===== src/rtl/ball_motion_if.sv =====
// rtl/ball_motion_if.sv - scan position, paddle and ball status bundle for ball_motion
// The master side drives scan/paddle inputs; the slave side is the ball engine.
interface ball_motion_if;
  logic [9:0] i_row;
  logic [9:0] i_col;
  logic       i_run;
  logic [9:0] i_pad_l_y;
  logic [9:0] i_pad_r_y;
  logic [9:0] o_ball_x;
  logic [9:0] o_ball_y;
  logic       o_ball_present;
  logic       o_point_l;
  logic       o_point_r;
  logic       o_serving;

  modport master (
    output i_row, i_col, i_run, i_pad_l_y, i_pad_r_y,
    input  o_ball_x, o_ball_y, o_ball_present, o_point_l, o_point_r, o_serving
  );

  modport slave (
    input  i_row, i_col, i_run, i_pad_l_y, i_pad_r_y,
    output o_ball_x, o_ball_y, o_ball_present, o_point_l, o_point_r, o_serving
  );
endinterface


===== src/rtl/ball_motion.sv =====
// rtl/ball_motion.sv - pong ball engine: serve timing, wall/paddle bounce, scoring, pixel hit
// Position advances once per frame on the synchronised (V_ACTIVE, 0) scan entry while run is high.
module ball_motion #(
  parameter int H_ACTIVE     = 640,
  parameter int V_ACTIVE     = 480,
  parameter int BALL_SIZE    = 8,
  parameter int SPEED        = 2,
  parameter int PAD_H        = 64,
  parameter int PAD_W        = 8,
  parameter int PAD_XL       = 16,
  parameter int PAD_XR       = 616,
  parameter int SERVE_FRAMES = 60
) (
  input  logic          clk,
  input  logic          rst_n,
  ball_motion_if.slave  bus
);

  localparam logic [10:0] CX     = 11'((H_ACTIVE - BALL_SIZE) / 2);
  localparam logic [10:0] CY     = 11'((V_ACTIVE - BALL_SIZE) / 2);
  localparam logic [10:0] X_MAX  = 11'(H_ACTIVE - BALL_SIZE);
  localparam logic [10:0] Y_MAX  = 11'(V_ACTIVE - BALL_SIZE);
  localparam logic [10:0] SPD    = 11'(SPEED);
  localparam logic [10:0] BS     = 11'(BALL_SIZE);
  localparam logic [10:0] PH     = 11'(PAD_H);
  localparam logic [10:0] L_EDGE = 11'(PAD_XL + PAD_W);
  localparam logic [10:0] R_EDGE = 11'(PAD_XR);
  localparam logic [10:0] R_STOP = 11'(PAD_XR - BALL_SIZE);
  localparam logic [15:0] SERVE_LAST = 16'(SERVE_FRAMES - 1);

  typedef enum logic [1:0] {ST_SERVE, ST_PLAY, ST_SCORED} state_t;

  state_t      r_state;
  state_t      w_state_nxt;

  logic [9:0]  r_row_s1, r_row_s2;
  logic [9:0]  r_col_s1, r_col_s2;
  logic        r_at_prev;
  logic [15:0] r_serve_cnt;
  logic [9:0]  r_x, r_y;
  logic        r_dx, r_dy;
  logic        r_scorer_r;
  logic        r_point_l, r_point_r;
  logic        r_present;

  logic        w_at, w_tick, w_upd;
  logic [10:0] w_x, w_y, w_pl, w_pr;
  logic        w_ovl_l, w_ovl_r;
  logic [9:0]  w_x_nxt, w_y_nxt;
  logic        w_dx_nxt, w_dy_nxt;
  logic        w_out_left, w_out_right;
  logic        w_serve_upd, w_play_upd, w_scored_upd;
  logic        w_score_l, w_score_r;
  logic        w_serving;
  logic        w_hit_x, w_hit_y;

  // Scan position comes from a slower pixel domain; double-flop before any use.
  always_ff @(posedge clk or negedge rst_n) begin
    if (!rst_n) begin
      r_row_s1  <= '0;
      r_row_s2  <= '0;
      r_col_s1  <= '0;
      r_col_s2  <= '0;
      r_at_prev <= 1'b0;
    end else begin
      r_row_s1  <= bus.i_row;
      r_row_s2  <= r_row_s1;
      r_col_s1  <= bus.i_col;
      r_col_s2  <= r_col_s1;
      r_at_prev <= w_at;
    end
  end

  assign w_at   = (r_row_s2 == 10'(V_ACTIVE)) && (r_col_s2 == 10'd0);
  assign w_tick = w_at && !r_at_prev;
  assign w_upd  = w_tick && bus.i_run;

  assign w_x  = {1'b0, r_x};
  assign w_y  = {1'b0, r_y};
  assign w_pl = {1'b0, bus.i_pad_l_y};
  assign w_pr = {1'b0, bus.i_pad_r_y};

  assign w_ovl_l = (w_y + BS > w_pl) && (w_y < w_pl + PH);
  assign w_ovl_r = (w_y + BS > w_pr) && (w_y < w_pr + PH);

  always_comb begin
    w_y_nxt  = r_y;
    w_dy_nxt = r_dy;
    if (!r_dy) begin
      if (w_y < SPD) begin
        w_y_nxt  = '0;
        w_dy_nxt = 1'b1;
      end else begin
        w_y_nxt  = 10'(w_y - SPD);
      end
    end else begin
      if (w_y + SPD > Y_MAX) begin
        w_y_nxt  = 10'(Y_MAX);
        w_dy_nxt = 1'b0;
      end else begin
        w_y_nxt  = 10'(w_y + SPD);
      end
    end
  end

  // A paddle hit is tested before the miss so a ball clamped onto a paddle never scores.
  always_comb begin
    w_x_nxt     = r_x;
    w_dx_nxt    = r_dx;
    w_out_left  = 1'b0;
    w_out_right = 1'b0;
    if (!r_dx) begin
      if ((w_x < L_EDGE + SPD) && (w_x >= L_EDGE) && w_ovl_l) begin
        w_x_nxt  = 10'(L_EDGE);
        w_dx_nxt = 1'b1;
      end else if (w_x < SPD) begin
        w_out_left = 1'b1;
      end else begin
        w_x_nxt  = 10'(w_x - SPD);
      end
    end else begin
      if ((w_x + BS + SPD > R_EDGE) && (w_x + BS <= R_EDGE) && w_ovl_r) begin
        w_x_nxt  = 10'(R_STOP);
        w_dx_nxt = 1'b0;
      end else if (w_x + SPD > X_MAX) begin
        w_out_right = 1'b1;
      end else begin
        w_x_nxt  = 10'(w_x + SPD);
      end
    end
  end

  always_ff @(posedge clk or negedge rst_n) begin
    if (!rst_n) begin
      r_state <= ST_SERVE;
    end else begin
      r_state <= w_state_nxt;
    end
  end

  always_comb begin
    w_state_nxt = r_state;
    if (w_upd) begin
      case (r_state)
        ST_SERVE:  if (r_serve_cnt == SERVE_LAST) w_state_nxt = ST_PLAY;
        ST_PLAY:   if (w_out_left || w_out_right) w_state_nxt = ST_SCORED;
        ST_SCORED: w_state_nxt = ST_SERVE;
        default:   w_state_nxt = ST_SERVE;
      endcase
    end
  end

  always_comb begin
    w_serving    = (r_state == ST_SERVE);
    w_serve_upd  = w_upd && (r_state == ST_SERVE);
    w_play_upd   = w_upd && (r_state == ST_PLAY);
    w_scored_upd = w_upd && (r_state == ST_SCORED);
    w_score_l    = w_play_upd && w_out_right;
    w_score_r    = w_play_upd && w_out_left;
  end

  always_ff @(posedge clk or negedge rst_n) begin
    if (!rst_n) begin
      r_serve_cnt <= '0;
      r_x         <= 10'(CX);
      r_y         <= 10'(CY);
      r_dx        <= 1'b1;
      r_dy        <= 1'b1;
      r_scorer_r  <= 1'b0;
      r_point_l   <= 1'b0;
      r_point_r   <= 1'b0;
    end else begin
      r_point_l <= w_score_l;
      r_point_r <= w_score_r;
      if (w_serve_upd) begin
        r_x         <= 10'(CX);
        r_y         <= 10'(CY);
        r_serve_cnt <= r_serve_cnt + 16'd1;
      end
      if (w_play_upd) begin
        r_x  <= w_x_nxt;
        r_y  <= w_y_nxt;
        r_dx <= w_dx_nxt;
        r_dy <= w_dy_nxt;
        if (w_out_left || w_out_right) r_scorer_r <= w_out_left;
      end
      // Serve toward the player who just conceded; dy carries over.
      if (w_scored_upd) begin
        r_x         <= 10'(CX);
        r_y         <= 10'(CY);
        r_dx        <= !r_scorer_r;
        r_serve_cnt <= '0;
      end
    end
  end

  assign w_hit_x = ({1'b0, r_col_s2} - w_x) < BS;
  assign w_hit_y = ({1'b0, r_row_s2} - w_y) < BS;

  always_ff @(posedge clk or negedge rst_n) begin
    if (!rst_n) begin
      r_present <= 1'b0;
    end else begin
      r_present <= w_hit_x && w_hit_y;
    end
  end

  assign bus.o_ball_x       = r_x;
  assign bus.o_ball_y       = r_y;
  assign bus.o_ball_present = r_present;
  assign bus.o_point_l      = r_point_l;
  assign bus.o_point_r      = r_point_r;
  assign bus.o_serving      = w_serving;

endmodule


===== src/flat_wrapper.sv =====
// flat-port wrapper written by rule: the top's interface ports become plain ports
module ball_motion_flat 
#(
  parameter int H_ACTIVE     = 640,
  parameter int V_ACTIVE     = 480,
  parameter int BALL_SIZE    = 8,
  parameter int SPEED        = 2,
  parameter int PAD_H        = 64,
  parameter int PAD_W        = 8,
  parameter int PAD_XL       = 16,
  parameter int PAD_XR       = 616,
  parameter int SERVE_FRAMES = 60
)
  (clk, rst_n, bus_i_row, bus_i_col, bus_i_run, bus_i_pad_l_y, bus_i_pad_r_y, bus_o_ball_x, bus_o_ball_y, bus_o_ball_present, bus_o_point_l, bus_o_point_r, bus_o_serving);
  ball_motion_if bus_i ();
  input  logic clk;
  input  logic rst_n;
  input wire logic [$bits(bus_i.i_row)-1:0] bus_i_row;
  input wire logic [$bits(bus_i.i_col)-1:0] bus_i_col;
  input wire logic [$bits(bus_i.i_run)-1:0] bus_i_run;
  input wire logic [$bits(bus_i.i_pad_l_y)-1:0] bus_i_pad_l_y;
  input wire logic [$bits(bus_i.i_pad_r_y)-1:0] bus_i_pad_r_y;
  output wire logic [$bits(bus_i.o_ball_x)-1:0] bus_o_ball_x;
  output wire logic [$bits(bus_i.o_ball_y)-1:0] bus_o_ball_y;
  output wire logic [$bits(bus_i.o_ball_present)-1:0] bus_o_ball_present;
  output wire logic [$bits(bus_i.o_point_l)-1:0] bus_o_point_l;
  output wire logic [$bits(bus_i.o_point_r)-1:0] bus_o_point_r;
  output wire logic [$bits(bus_i.o_serving)-1:0] bus_o_serving;
  assign bus_i.i_row = bus_i_row;
  assign bus_i.i_col = bus_i_col;
  assign bus_i.i_run = bus_i_run;
  assign bus_i.i_pad_l_y = bus_i_pad_l_y;
  assign bus_i.i_pad_r_y = bus_i_pad_r_y;
  assign bus_o_ball_x = bus_i.o_ball_x;
  assign bus_o_ball_y = bus_i.o_ball_y;
  assign bus_o_ball_present = bus_i.o_ball_present;
  assign bus_o_point_l = bus_i.o_point_l;
  assign bus_o_point_r = bus_i.o_point_r;
  assign bus_o_serving = bus_i.o_serving;
  ball_motion #(.H_ACTIVE(H_ACTIVE), .V_ACTIVE(V_ACTIVE), .BALL_SIZE(BALL_SIZE), .SPEED(SPEED), .PAD_H(PAD_H), .PAD_W(PAD_W), .PAD_XL(PAD_XL), .PAD_XR(PAD_XR), .SERVE_FRAMES(SERVE_FRAMES)) u_core (.clk(clk), .rst_n(rst_n), .bus(bus_i));
endmodule

===== config.mk =====
export PLATFORM = sky130hd
export DESIGN_NAME = ball_motion_flat
export DESIGN_NICKNAME = d
export VERILOG_FILES = /design/src/rtl/ball_motion_if.sv /design/src/rtl/ball_motion.sv /design/src/flat_wrapper.sv
export SDC_FILE = /design/constraint.sdc
export NUM_CORES = 1
export LEC_CHECK = 0
export CAP_MARGIN = 20
export CORE_MARGIN = 3
export CORE_UTILIZATION = 59
export DETAILED_ROUTE_END_ITERATION = 16
export PLACE_DENSITY_LB_ADDON = 0.15
export SLEW_MARGIN = 20
export SYNTH_ARGS = -nofsm -noshare
export SYNTH_HDL_FRONTEND = slang
export SYNTH_SLANG_ARGS = --single-unit

===== constraint.sdc =====
create_clock -name clk -period 7.93 [get_ports clk]
set_clock_uncertainty 0.15 [all_clocks]
set_input_delay 1.9825 -clock clk [delete_from_list [all_inputs] [get_ports clk]]
set_output_delay 1.9825 -clock clk [all_outputs]
set_load 0.005 [all_outputs]

======== After elaboration in Yosys (flattened, before gate mapping) ========
Index checks and enable logic that the tools add are counted.
storage, ports and cells
  bits in registers ....................... 85
  latch bits .............................. 0
  bits in writable memories ............... 0
  bits in read-only memories .............. 0
  input port bits ......................... 43
  logic and storage cells ................. 108
  memories ................................ 0
operators by class
  add/subtract/negate cells ............... 12
  $mul .................................... 0
  divide/modulo/power cells ............... 0
  magnitude comparators ................... 14
  equality and inequality tests ........... 8
  shift-type cells ........................ 0
  mux-type cells .......................... 33
  bitwise operators ....................... 0
  reduce and logical (&&, ||, !) cells .... 26
operators by type and width
  operator                 number
  $mux W10                 14
  $mux W16                 2
  $add A10 B2 Y11 const B  2
  $add A10 B4 Y11 const B  2
  $add A10 B7 Y11 const B  2
  $gt A11 B10 Y1           2
  $gt A11 B10 Y1 const B   2
  $lt A10 B11 Y1           2
  $lt A11 B4 Y1 const B    2
  $sub A10 B10 Y11         2
  $lt A10 B2 Y1 const B    2
  $sub A10 B2 Y10 const B  2
  $add A16 B1 Y16 const B  1
  $eq A16 B6 Y1 const B    1
  $logic_and A1 B1 Y1      15
  $mux W1                  14
  $add A11 B2 Y11 const B  1
  $gt A11 B9 Y1 const B    1
  $le A11 B10 Y1 const B   1
  $eq A10 B9 Y1 const B    1
  $ge A10 B5 Y1 const B    1
  $logic_not A10 Y1        1
  $lt A10 B5 Y1 const B    1
  $reduce_and A3 Y1        2
  other kinds (13)         17

======== Depth between registers and ports, before layout ========
Gate-level depths: netlist (run 1).
  depth in word-level cells ............... 10
  mapped depth ............................ 15

======== Worst setup path before layout (run 1) ========
OpenSTA, ideal clock, no wires.
  kind .................................... input -> register
  start ................................... input bus_i_pad_r_y[6]
  end ..................................... register u_core.r_x[2], in the netlist u_core.bus.o_ball_x[2]
  arrival time ............................ 4.241 ns
  data required time ...................... 7.694 ns
  path slack .............................. 3.453 ns
  stages .................................. 12
  path buffers ............................ 1
  cells stage by stage .................... ha_1 -> xnor2_1 -> ha_1 -> o211ai_1 -> a31oi_1 -> a2111oi_0 -> o221ai_2 -> or2_4 -> a41o_1 -> buf_6 -> a2111oi_4 -> a21oi_2
between the ends
  cells in the longest elaborated chain, start to end .. 8
RTL lines
  element                line                text
  from (decl)            flat_wrapper.sv:22  input wire logic [$bits(bus_i.i_pad_r_y)-1:0] bus_i_pad_r_y;
  $add A10 B7 Y11        ball_motion.sv:84   assign w_ovl_r = (w_y + BS > w_pr) && (w_y < w_pr + PH);
  $lt A10 B11 Y1         ball_motion.sv:84
  $logic_and A1 B1 Y1 *  ball_motion.sv:84
  $logic_and A1 B1 Y1 *  ball_motion.sv:122  if ((w_x + BS + SPD > R_EDGE) && (w_x + BS <= R_EDGE) && w_ovl_r) begin
  $mux W10               ball_motion.sv:122
  $mux W10               ball_motion.sv:112  if (!r_dx) begin
  $mux W10               ball_motion.sv:180  if (w_play_upd) begin
  $mux W10               ball_motion.sv:188  if (w_scored_upd) begin
  to (signal assigned)   ball_motion.sv:176  r_x <= 10'(CX);
  to (signal assigned)   ball_motion.sv:181  r_x <= w_x_nxt;
  to (signal assigned)   ball_motion.sv:189  r_x <= 10'(CX);
  to (decl)              ball_motion.sv:40   logic [9:0] r_x, r_y;
Mark *: on every way between the ends. The rest lies on a longest branch, timed or not.
A chain may end at the register's enable or synchronous reset.

======== Worst setup path after layout (run 1) ========
  start ................................... input bus_i_pad_r_y[6]
  end ..................................... register u_core.r_x[1], in the netlist u_core.bus.o_ball_x[1]
The elaborated chain is that of the path after synthesis.

==> qor.yml, run 1 <==
timing:
  worstMarginPinSlew_ns: 0.875
  relSlewSlack_pct: 41.2
  slew_violations: 0
  setup_viol: 0
  post-route-period-util_pct: 65.2
  rsz0062_at_grt: "false"
  finalHoldViolCount: 0
  fmax_mhz: 193
  post-route-min-period_ns: 5.17
  timing.setup.tns_ns: 0
placement:
  hpwl_um: 10500
  io_buffers: 64
  gp_congestion: 0.944
finish:
  drive_above_1_share_pct: 6.56
  regArea_um2: 2090
  multiInputGateArea_um2: 3430
  antenna_cells: 0
  syn_to_final_growth_pct: 15.6
  post-route-util_pct: 71.4
  fin_nets: 819
  num-fill-cells: 738
floorplan:
  core_um2: 9420
  die_h_um: 105
  dieArea_um2: 11100
  rows: 35
  initial_core_util_pct: 61.7
  die_w_um: 105
  io_pins: 67
clock_network:
  ctsRootBufferMaster: "clkbuf_8"
  hold_buffers: 0
  cts_resized: 0
  htreeDepth: 3
  cts_tree: "done"
  post_cts_buffers: 0
  clockBufferDepth: 2
  cts.clk_slew.worst_paths_ns: 0.09
  insertion_delay_ns: 0.36
  clock_sinks: 83
  cts_buffers: 9
global_routing:
  grt_max_degree: 84
  first_global_vias: 4999
  gr-total-overflow: 0
  antenna_found_initial: 0
  grt_use_total_pct: 25.9
  grt_pass1_wl_um: 23600
synth:
  synth_top_area_share_pct: 30.6
  yosysMostFrequentCell: "dfrtp_1"
  ys_seq_area_share_pct: 36.0
  synth_seq_cells: 83
  syn_inst: 661
  synth-edff-count: 0
  synth.distinct_cells: 74
  synth-warning-count: 0
  synthArstFlopShare_pct: 100
  synthTopCellsByArea: "dfrtp_1, ha_1, dfstp_2"
  synth_commonest_cells: "dfrtp_1, ha_1, nand2_1"
  avgSynthCellArea_um2: 8.79
  ys.flop_type: "dfrtp_1"
  synth_top_area_cell: "dfrtp_1"
  netlist_area_um2: 5810
setup_path:
  setup.worst_path.start_class: "primary input"
  path_class: "in2reg"
  rrSetupSlack_ns: 3.81
  end_kind: "register"
  cp.arrival_ns: 5.28
  required_ns: 8.04
  ff2ff_path_depth: 14
  rr_startpoint: "u_core.bus.o_ball_y[3]"
  critPathMaxFanout: 13
  rr_endpoint: "u_core.bus.o_ball_x[1]"
detailed_routing:
  drtIter0Drc: 476
  vias: 5160
  dr.pass1.iters: 6
  drt_wl_total_um: 14200
  route.antenna.remaining_nets: 0
  via_per_inst: 6.11
  drc: 0
  wl_per_cell_um: 16.8
power_and_ir_drop:
  static-leakage-power_nw: 2.90
  p_per_area_nw_per_um2: 126
  ir_drop_uv: 170
min_path:
  worstHoldPathCells: 0
  hold_end: "u_core.r_col_s2[9]"
  hp-class: "reg2reg"
  hp-start: "u_core.r_col_s1[9]"
job:
  drv_cap: 0
status:
  status: "finished, final reports clean"
## power breakdown
part           internal (W)  switching (W)
logic             0.0000362      0.0000335
registers          0.000433     0.00000445
clock network      0.000179       0.000162
## registers in the layout, summed over array words and instances (netlist names)
register                   count
u_core.r_scorer_r              1
u_core.r_at_prev               1
u_core.r_dx                    1
u_core.r_state                 2
u_core.r_col_s2               10
u_core.bus.o_point_r           1
u_core.r_row_s1               10
u_core.bus.o_ball_y            9
u_core.r_dy                    1
u_core.r_serve_cnt            16
u_core.bus.o_ball_present      1
u_core.r_row_s2               10
u_core.r_col_s1               10
u_core.bus.o_ball_x            9
u_core.bus.o_point_l           1
## worst max-delay path: stages
cell	delay, ns
clkdlybuf4s50_1	0.49
ha_1	0.26
xnor2_1	0.17
ha_1	0.26
o211ai_1	0.11
a31oi_1	0.05
a2111oi_0	0.61
o221ai_2	0.18
o21a_1	0.37
a21o_1	0.28
and2_4	0.20
o41ai_2	0.31
## kinds of logic after synthesis
| family | Yosys count | share of synthesized area, % |
|---|---|---|
| fa+ha+maj | 65 | 14.0 |
| other cells | 1 | 0.0645 |
| buf+inv | 70 | 4.95 |
| mux | 5 | 0.904 |
| compound gates | 172 | 19.2 |
| xor+xnor | 28 | 4.22 |
| flops | 83 | 36.0 |
| simple gates | 237 | 20.7 |
## stage by stage
| stage | instances | cell area [um2] | power, W | setup WS (ns) | hold slack, ns |
|---|---|---|---|---|---|
| 3_5_place_dp | 829 | 6490 | 0.000515 | 2.41 | 0.185 |
| 6_report | 845 | 6720 | 0.000849 | 2.76 | 0.195 |
| 5_1_grt | 845 | 6720 | 0.000884 | 2.58 | 0.199 |
| 2_1_floorplan | 662 | 5810 | 0.000477 | 3.45 | 0.181 |
| 3_3_place_gp | 829 | 6490 | 0.000511 | 2.61 | 0.182 |
| 4_1_cts | 845 | 6720 | 0.000855 | 2.79 | 0.192 |
## cells in the final DEF (no fill, tap or decap), types with 3 or more instances in the layout
| master | netlist | routed |
|---|---|---|
| a31oi_1 | 8 | 8 |
| nand3_1 | 34 | 34 |
| o211ai_1 | 3 | 3 |
| or4_1 | 3 | 3 |
| and2_1 | 4 | 4 |
| dfstp_2 | 12 | 12 |
| nand2_1 | 60 | 60 |
| inv_1 | 42 | 42 |
| nand2b_1 | 8 | 8 |
| nand4_1 | 10 | 10 |
| a211oi_1 | 8 | 8 |
| nor4_1 | 7 | 7 |
| and3_1 | 7 | 7 |
| dfrtp_1 | 71 | 71 |
| o21ai_1 | 3 | 3 |
| xor2_1 | 6 | 6 |
| nor2b_1 | 5 | 5 |
| o21a_1 | 7 | 7 |
| clkbuf_8 | 0 | 9 |
| a21oi_1 | 45 | 45 |
| a21o_1 | 12 | 12 |
| a21boi_0 | 4 | 4 |
| nor2_1 | 47 | 47 |
| or3_1 | 6 | 6 |
| nor3_1 | 25 | 25 |
| mux2i_1 | 3 | 3 |
| or2_2 | 5 | 5 |
| clkdlybuf4s50_1 | 0 | 63 |
| ha_1 | 65 | 65 |
| nor4b_1 | 3 | 3 |
| o21ai_0 | 45 | 45 |
| xnor2_1 | 22 | 22 |
| o31ai_1 | 4 | 4 |
| clkinvlp_4 | 0 | 3 |
| o22ai_1 | 6 | 6 |
| a2111oi_0 | 3 | 3 |
## routing by layer
metal  vias up  GRT usage [%]  routed length (um)
met2       201           42.4                6750
met1      2458           35.7                6360
li1       2481              -                   -
met4         0           7.22                 199
met3        20           4.10                 875
met5         -              0                   0
## worst max-delay path by stage
stage | from | to | slack, ns | cells past startpoint
6_report | bus_i_pad_r_y[6] | u_core.bus.o_ball_x[1] | 2.76 | 12
2_1_floorplan | bus_i_pad_r_y[6] | u_core.bus.o_ball_x[2] | 3.45 | 12
4_1_cts | bus_i_pad_r_y[6] | u_core.bus.o_ball_x[1] | 2.79 | 12
3_3_place_gp | bus_i_pad_r_y[6] | u_core.bus.o_ball_x[1] | 2.61 | 12
3_5_place_dp | bus_i_pad_r_y[6] | u_core.bus.o_ball_x[1] | 2.41 | 12
5_1_grt | bus_i_pad_r_y[6] | u_core.bus.o_ball_x[1] | 2.58 | 12
## cell type report
class                      instances  area share (%)
multi-input combinational        509            51.1
sequential                        83            31.1
tap                              129            2.40
inverter                          44            2.46
clock inverter                     7            1.49
clock buffer                       9            1.84
timing repair buffer              64            9.55
Note: power is estimated with default switching activity, not from simulation.
==> run 2, diff against run 1 <==
- CORE_UTILIZATION: 59 -> 52
- clock period: 7.93 -> 4.75 ns (I/O delays scaled with it)
==> run 2 against run 1 <==
Against the previous run:
- via count increased by 0.37%
- die area increased by 13%
- critical path depth increased by 1
- combinational power increased by 67%
- worst setup slack got worse by 2.2 ns
- register-to-register slack got worse by 3.1 ns
- clock power increased by 59%
- critical path type unchanged
- critical endpoint is now u_core.bus.o_ball_x[2]
- highest routed layer unchanged
==> qor.yml, run 2 (synthesis results as in run 1) <==
status:
  status: "finished, final reports clean"
clock_network:
  cts.clk_slew.worst_paths_ns: 0.09  # about the same
  htreeDepth: 3  # unchanged
  cts_resized: 0  # unchanged
  ctsRootBufferMaster: "clkbuf_8"
  clock_sinks: 83  # unchanged
  cts_buffers: 9  # unchanged
  insertion_delay_ns: 0.35  # about the same
  hold_buffers: 0  # unchanged
  post_cts_buffers: 0  # unchanged
  clockBufferDepth: 2  # unchanged
  cts_tree: "done"
detailed_routing:
  drc: 0  # unchanged
  vias: 5179  # +0.37%
  wl_per_cell_um: 16.7  # -0.63%
  drt_wl_total_um: 14300  # +0.78%
  dr.pass1.iters: 5  # -1
  drtIter0Drc: 654  # +37%
  route.antenna.remaining_nets: 0  # unchanged
  via_per_inst: 6.04  # -1.0%
finish:
  regArea_um2: 2090  # unchanged
  drive_above_1_share_pct: 6.80  # +0.23 points
  syn_to_final_growth_pct: 16.2
  mostFrequentLayoutCell: "dfrtp_1"
  post-route-util_pct: 63.7  # -7.7 points
  num-fill-cells: 900  # +22%
  fin_nets: 824  # +0.61%
  largest_reg_flops: 16  # unchanged
  antenna_cells: 0  # unchanged
  top_register: "u_core.r_serve_cnt"
  multiInputGateArea_um2: 3430  # unchanged
  mostFrequentLayoutCells: "dfrtp_1, ha_1, clkdlybuf4s50_1"
setup_path:
  critPathMaxFanout: 10  # -3
  end_kind: "register"
  setup.worst_path.start_class: "primary input"
  cp.arrival_ns: 4.37  # -0.91 ns
  required_ns: 4.88  # -3.16 ns
  ff2ff_path_depth: 14  # unchanged
  path_class: "in2reg"
global_routing:
  grt_max_degree: 84  # unchanged
  grt_use_total_pct: 23.4  # -2.5 points
  antenna_found_initial: 0  # unchanged
  grt_pass1_wl_um: 24200  # +2.4%
  first_global_vias: 5008  # +0.18%
  gr-total-overflow: 0  # unchanged
timing:
  relSlewSlack_pct: 38.9  # -2.3 points
  fmax_mhz: 236
  setup_viol: 0  # unchanged
  finalHoldViolCount: 0  # unchanged
  slew_violations: 0  # unchanged
  worstMarginPinSlew_ns: 0.910  # +0.0344 ns
  timing.setup.tns_ns: 0  # unchanged
  post-route-period-util_pct: 89.2
  rsz0062_at_grt: "false"
  post-route-min-period_ns: 4.24
power_and_ir_drop:
  static-leakage-power_nw: 2.92  # +0.66%
  power.total_w: 0.00139  # +64%
  ir_drop_uv: 195  # +15%
  p_per_area_nw_per_um2: 206  # +63%
job:
  drv_cap: 0  # unchanged
floorplan:
  dieArea_um2: 12500  # +13%
  die_h_um: 112  # +6.1%
  core_um2: 10600  # +13%
  io_pins: 67  # unchanged
  initial_core_util_pct: 54.8  # -6.9 points
  rows: 37  # +5.7%
  die_w_um: 112  # +6.1%
min_path:
  hp-class: "reg2reg"
  worstHoldPathCells: 0  # unchanged
placement:
  io_buffers: 64  # unchanged
  hpwl_um: 10700  # +1.6%
  gp_congestion: 0.896  # -5.2%
## run 2: layout make-up
type | instances | share of cell area, %
flip-flops and latches | 83 | 31.0
repair buffers | 69 | 10.1
clock buffers | 12 | 2.00
well taps | 136 | 2.52
multi-input cells | 509 | 50.9
clock inverters | 4 | 1.11
inverters | 44 | 2.45
## run 2: final timing paths
check | from | endpoint | slack, ns
max | bus_i_pad_r_y[6] | u_core.bus.o_ball_x[2] | 0.51
max reg2reg | u_core.bus.o_ball_y[3] | u_core.bus.o_ball_x[2] | 0.75
min reg2reg | u_core.r_row_s1[0] | u_core.r_row_s2[0] | 0.19
min in group asynchronous | rst_n | u_core.r_serve_cnt[0] | 0.71
min | u_core.r_row_s1[0] | u_core.r_row_s2[0] | 0.19
max in group asynchronous | rst_n | u_core.r_row_s2[2] | 3.23
## run 2: stage by stage
| step | std cells | setup WS [ns] | area [um2] | hold WS (ns) |
|---|---|---|---|---|
| final | 857 | 0.514 | 6750 | 0.194 |
| after global routing | 857 | 0.335 | 6750 | 0.203 |
| after CTS | 857 | 0.567 | 6750 | 0.199 |
| after detailed placement | 841 | 0.192 | 6540 | 0.185 |
| after global placement | 841 | 0.280 | 6540 | 0.182 |
| after floorplan | 662 | 1.07 | 5810 | 0.181 |
## run 2: critical path, cell delays in order
cell and delay (ns):
clkdlybuf4s50_1 0.48, ha_1 0.27, xnor2_1 0.14, ha_1 0.30
o211ai_1 0.10, a31oi_1 0.06, a2111oi_0 0.48, buf_4 0.19
o221ai_2 0.10, or2_4 0.28, a41o_1 0.38, a2111oi_4 0.34
a21oi_2 0.05
## run 2: report_power, final
group	total (W)	internal, W	switching, W
combinational	0.000116	0.0000607	0.0000555
sequential	0.000731	0.000724	0.00000721
clock	0.000541	0.000297	0.000245
## run 2: metal layers
layer / vias up / share of wire (%) / track usage, %
met3: 26 / 5.5 / 2.93
li1: 2487 / - / -
met5: - / 0 / 0
met1: 2469 / 46 / 32.4
met2: 197 / 47 / 37.8
met4: 0 / 1.8 / 8.27
==> run 3, diff against run 2 <==
- PLACE_DENSITY: not set -> 0.78
- PLACE_DENSITY_LB_ADDON: 0.15 -> not set
==> run 3 against run 2 <==
Against the previous run:
- combinational power about the same
- die area unchanged
- sequential cell count unchanged
- sequential power about the same
- worst setup slack got worse by 0.069 ns
- via count decreased by 1.4%
- utilization decreased by 0.094 points
- register-to-register slack about the same
- worst hold slack got worse by 0.0049 ns
- cell area decreased by 0.15%
- routed wire length decreased by 0.95%
==> qor.yml, run 3 (synthesis results as in run 1) <==
power_and_ir_drop:
  ir_drop_uv: 312  # +60%
  p_per_area_nw_per_um2: 210  # +2.2%
  static-leakage-power_nw: 2.92  # unchanged
setup_path:
  critPathMaxFanout: 10  # unchanged
  setup.worst_path.start_class: "primary input"
  rr_startpoint: "u_core.bus.o_ball_y[3]"
  required_ns: 4.89  # about the same
  rrSetupSlack_ns: 0.74  # about the same
  critPathCapture: "u_core.bus.o_ball_x[2]"
  end_kind: "register"
  path_class: "in2reg"
  cp.arrival_ns: 4.44  # +0.07 ns
  crit_path_start: "bus_i_pad_r_y[6]"
  rr_endpoint: "u_core.bus.o_ball_x[2]"
  ff2ff_path_depth: 14  # unchanged
finish:
  top_register: "u_core.r_serve_cnt"
  mostFrequentLayoutCell: "dfrtp_1"
  fin_nets: 821  # -0.36%
  drive_above_1_share_pct: 6.82  # +0.028 points
  layoutNonFillerInstCount: 854  # -0.35%
  syn_to_final_growth_pct: 16.0
  antenna_cells: 0  # unchanged
  largest_reg_flops: 16  # unchanged
  design_area_um2: 6740  # -0.15%
  num-fill-cells: 916  # +1.8%
  mostFrequentLayoutCells: "dfrtp_1, ha_1, clkdlybuf4s50_1"
clock_network:
  cts.clk_slew.worst_paths_ns: 0.09  # about the same
  post_cts_buffers: 0  # unchanged
  clock_sinks: 83  # unchanged
  ctsRootBufferMaster: "clkbuf_8"
  cts_buffers: 9  # unchanged
  clockBufferDepth: 2  # unchanged
  cts_tree: "done"
  cts_resized: 0  # unchanged
  htreeDepth: 3  # unchanged
  hold_buffers: 0  # unchanged
  insertion_delay_ns: 0.35  # about the same
timing:
  timing.setup.tns_ns: 0  # unchanged
  post-route-min-period_ns: 4.30  # +0.0689 ns
  finalHoldViolCount: 0  # unchanged
  rsz0062_at_grt: "false"
  relSlewSlack_pct: 40.2  # +1.3 points
  worstMarginPinSlew_ns: 0.890  # -0.0198 ns
  slew_violations: 0  # unchanged
  post-route-period-util_pct: 90.6  # +1.5 points
  setup_viol: 0  # unchanged
  fmax_mhz: 232  # -1.6%
detailed_routing:
  dr.pass1.iters: 5  # unchanged
  via_per_inst: 5.98  # -1.0%
  route.antenna.remaining_nets: 0  # unchanged
  drc: 0  # unchanged
  drt_wl_total_um: 14200  # -0.95%
  vias: 5107  # -1.4%
  wl_per_cell_um: 16.6  # -0.60%
  drtIter0Drc: 390  # -40%
global_routing:
  grt_max_degree: 84  # unchanged
  antenna_found_initial: 0  # unchanged
  gr-total-overflow: 0  # unchanged
  grt_pass1_wl_um: 24000  # -0.71%
  grt_use_total_pct: 23.1  # -0.29 points
  first_global_vias: 5047  # +0.78%
placement:
  hpwl_um: 10700  # +0.21%
  gp_congestion: 0.950  # +6.1%
  placed_cell_area_um2: 6520  # -0.34%
  io_buffers: 64  # unchanged
  dp.cells: 838  # -0.36%
floorplan:
  die_h_um: 112  # unchanged
  io_pins: 67  # unchanged
  rows: 37  # unchanged
  core_um2: 10600  # unchanged
  initial_core_util_pct: 54.8  # unchanged
  die_w_um: 112  # unchanged
  dieArea_um2: 12500  # unchanged
status:
  status: "finished, final reports clean"
min_path:
  hp-class: "reg2reg"
job:
  drv_cap: 0  # unchanged
-- run 3: cell types whose count changed in the layout (fill, tap and decap cells not counted) --
cell        before  now
inv_6            0    3
clkinv_2         0    1
clkinvlp_4       2    1
buf_4            5    2
clkbuf_1         3    0
-- run 3: report_power, final --
group,switching (W),total (W),internal (W)
Sequential,0.00000748,0.000731,0.000724
Combinational,0.0000559,0.000116,0.0000606
Clock,0.000269,0.000570,0.000301
-- run 3: per-stage QoR --
stage	total power, W	utilization (%)	hold WS, ns	setup slack, ns
after floorplan	0.000797	-	0.181	1.07
after global placement	0.000854	61.5	0.184	0.275
after detailed placement	0.000861	61.5	0.185	0.187
after CTS	0.00143	63.6	0.191	0.561
after global routing	0.00149	63.6	0.198	0.374
final	0.00142	63.6	0.189	0.445
-- run 3: how the worst min path moves through the flow --
stage                             startpoint                  to  slack, ns  cells past startpoint
final                     u_core.r_row_s1[8]  u_core.r_row_s2[8]       0.19                      0
after global routing      u_core.r_row_s1[8]  u_core.r_row_s2[8]       0.20                      0
after CTS                 u_core.r_row_s1[8]  u_core.r_row_s2[8]       0.19                      0
after floorplan           u_core.r_col_s1[0]  u_core.r_col_s2[0]       0.18                      0
after detailed placement  u_core.r_col_s1[9]  u_core.r_col_s2[9]       0.18                      0
after global placement    u_core.r_row_s1[4]  u_core.r_row_s2[4]       0.18                      0
-- run 3: area by class of cell --
cell class                 count  area (um2)  share of cell area, %
multi-input combinational    509        3430                   50.9
timing repair buffer          66         657                   9.74
clock buffer                   9         124                   1.84
inverter                      44         165                   2.45
clock inverter                 7        98.8                   1.47
sequential                    83        2090                   31.0
tap                          136         170                   2.52
-- run 3: critical path, stage by stage --
cell             delay, ns
clkdlybuf4s50_1       0.48
ha_1                  0.26
xnor2_1               0.18
ha_1                  0.28
o211ai_1              0.10
a31oi_1               0.07
a2111oi_0             0.63
o221ai_2              0.19
or2_4                 0.29
a41o_1                0.39
a2111oi_4             0.34
a21oi_2               0.05
-- run 3: routing by layer --
| layer | vias up | GRT usage, % | routed length [um] |
|---|---|---|---|
| met5 | - | 0 | 0 |
| met4 | 0 | 6.33 | 187 |
| met3 | 19 | 3.32 | 808 |
| met2 | 172 | 38.7 | 6920 |
| met1 | 2432 | 31.3 | 6250 |
| li1 | 2484 | - | - |
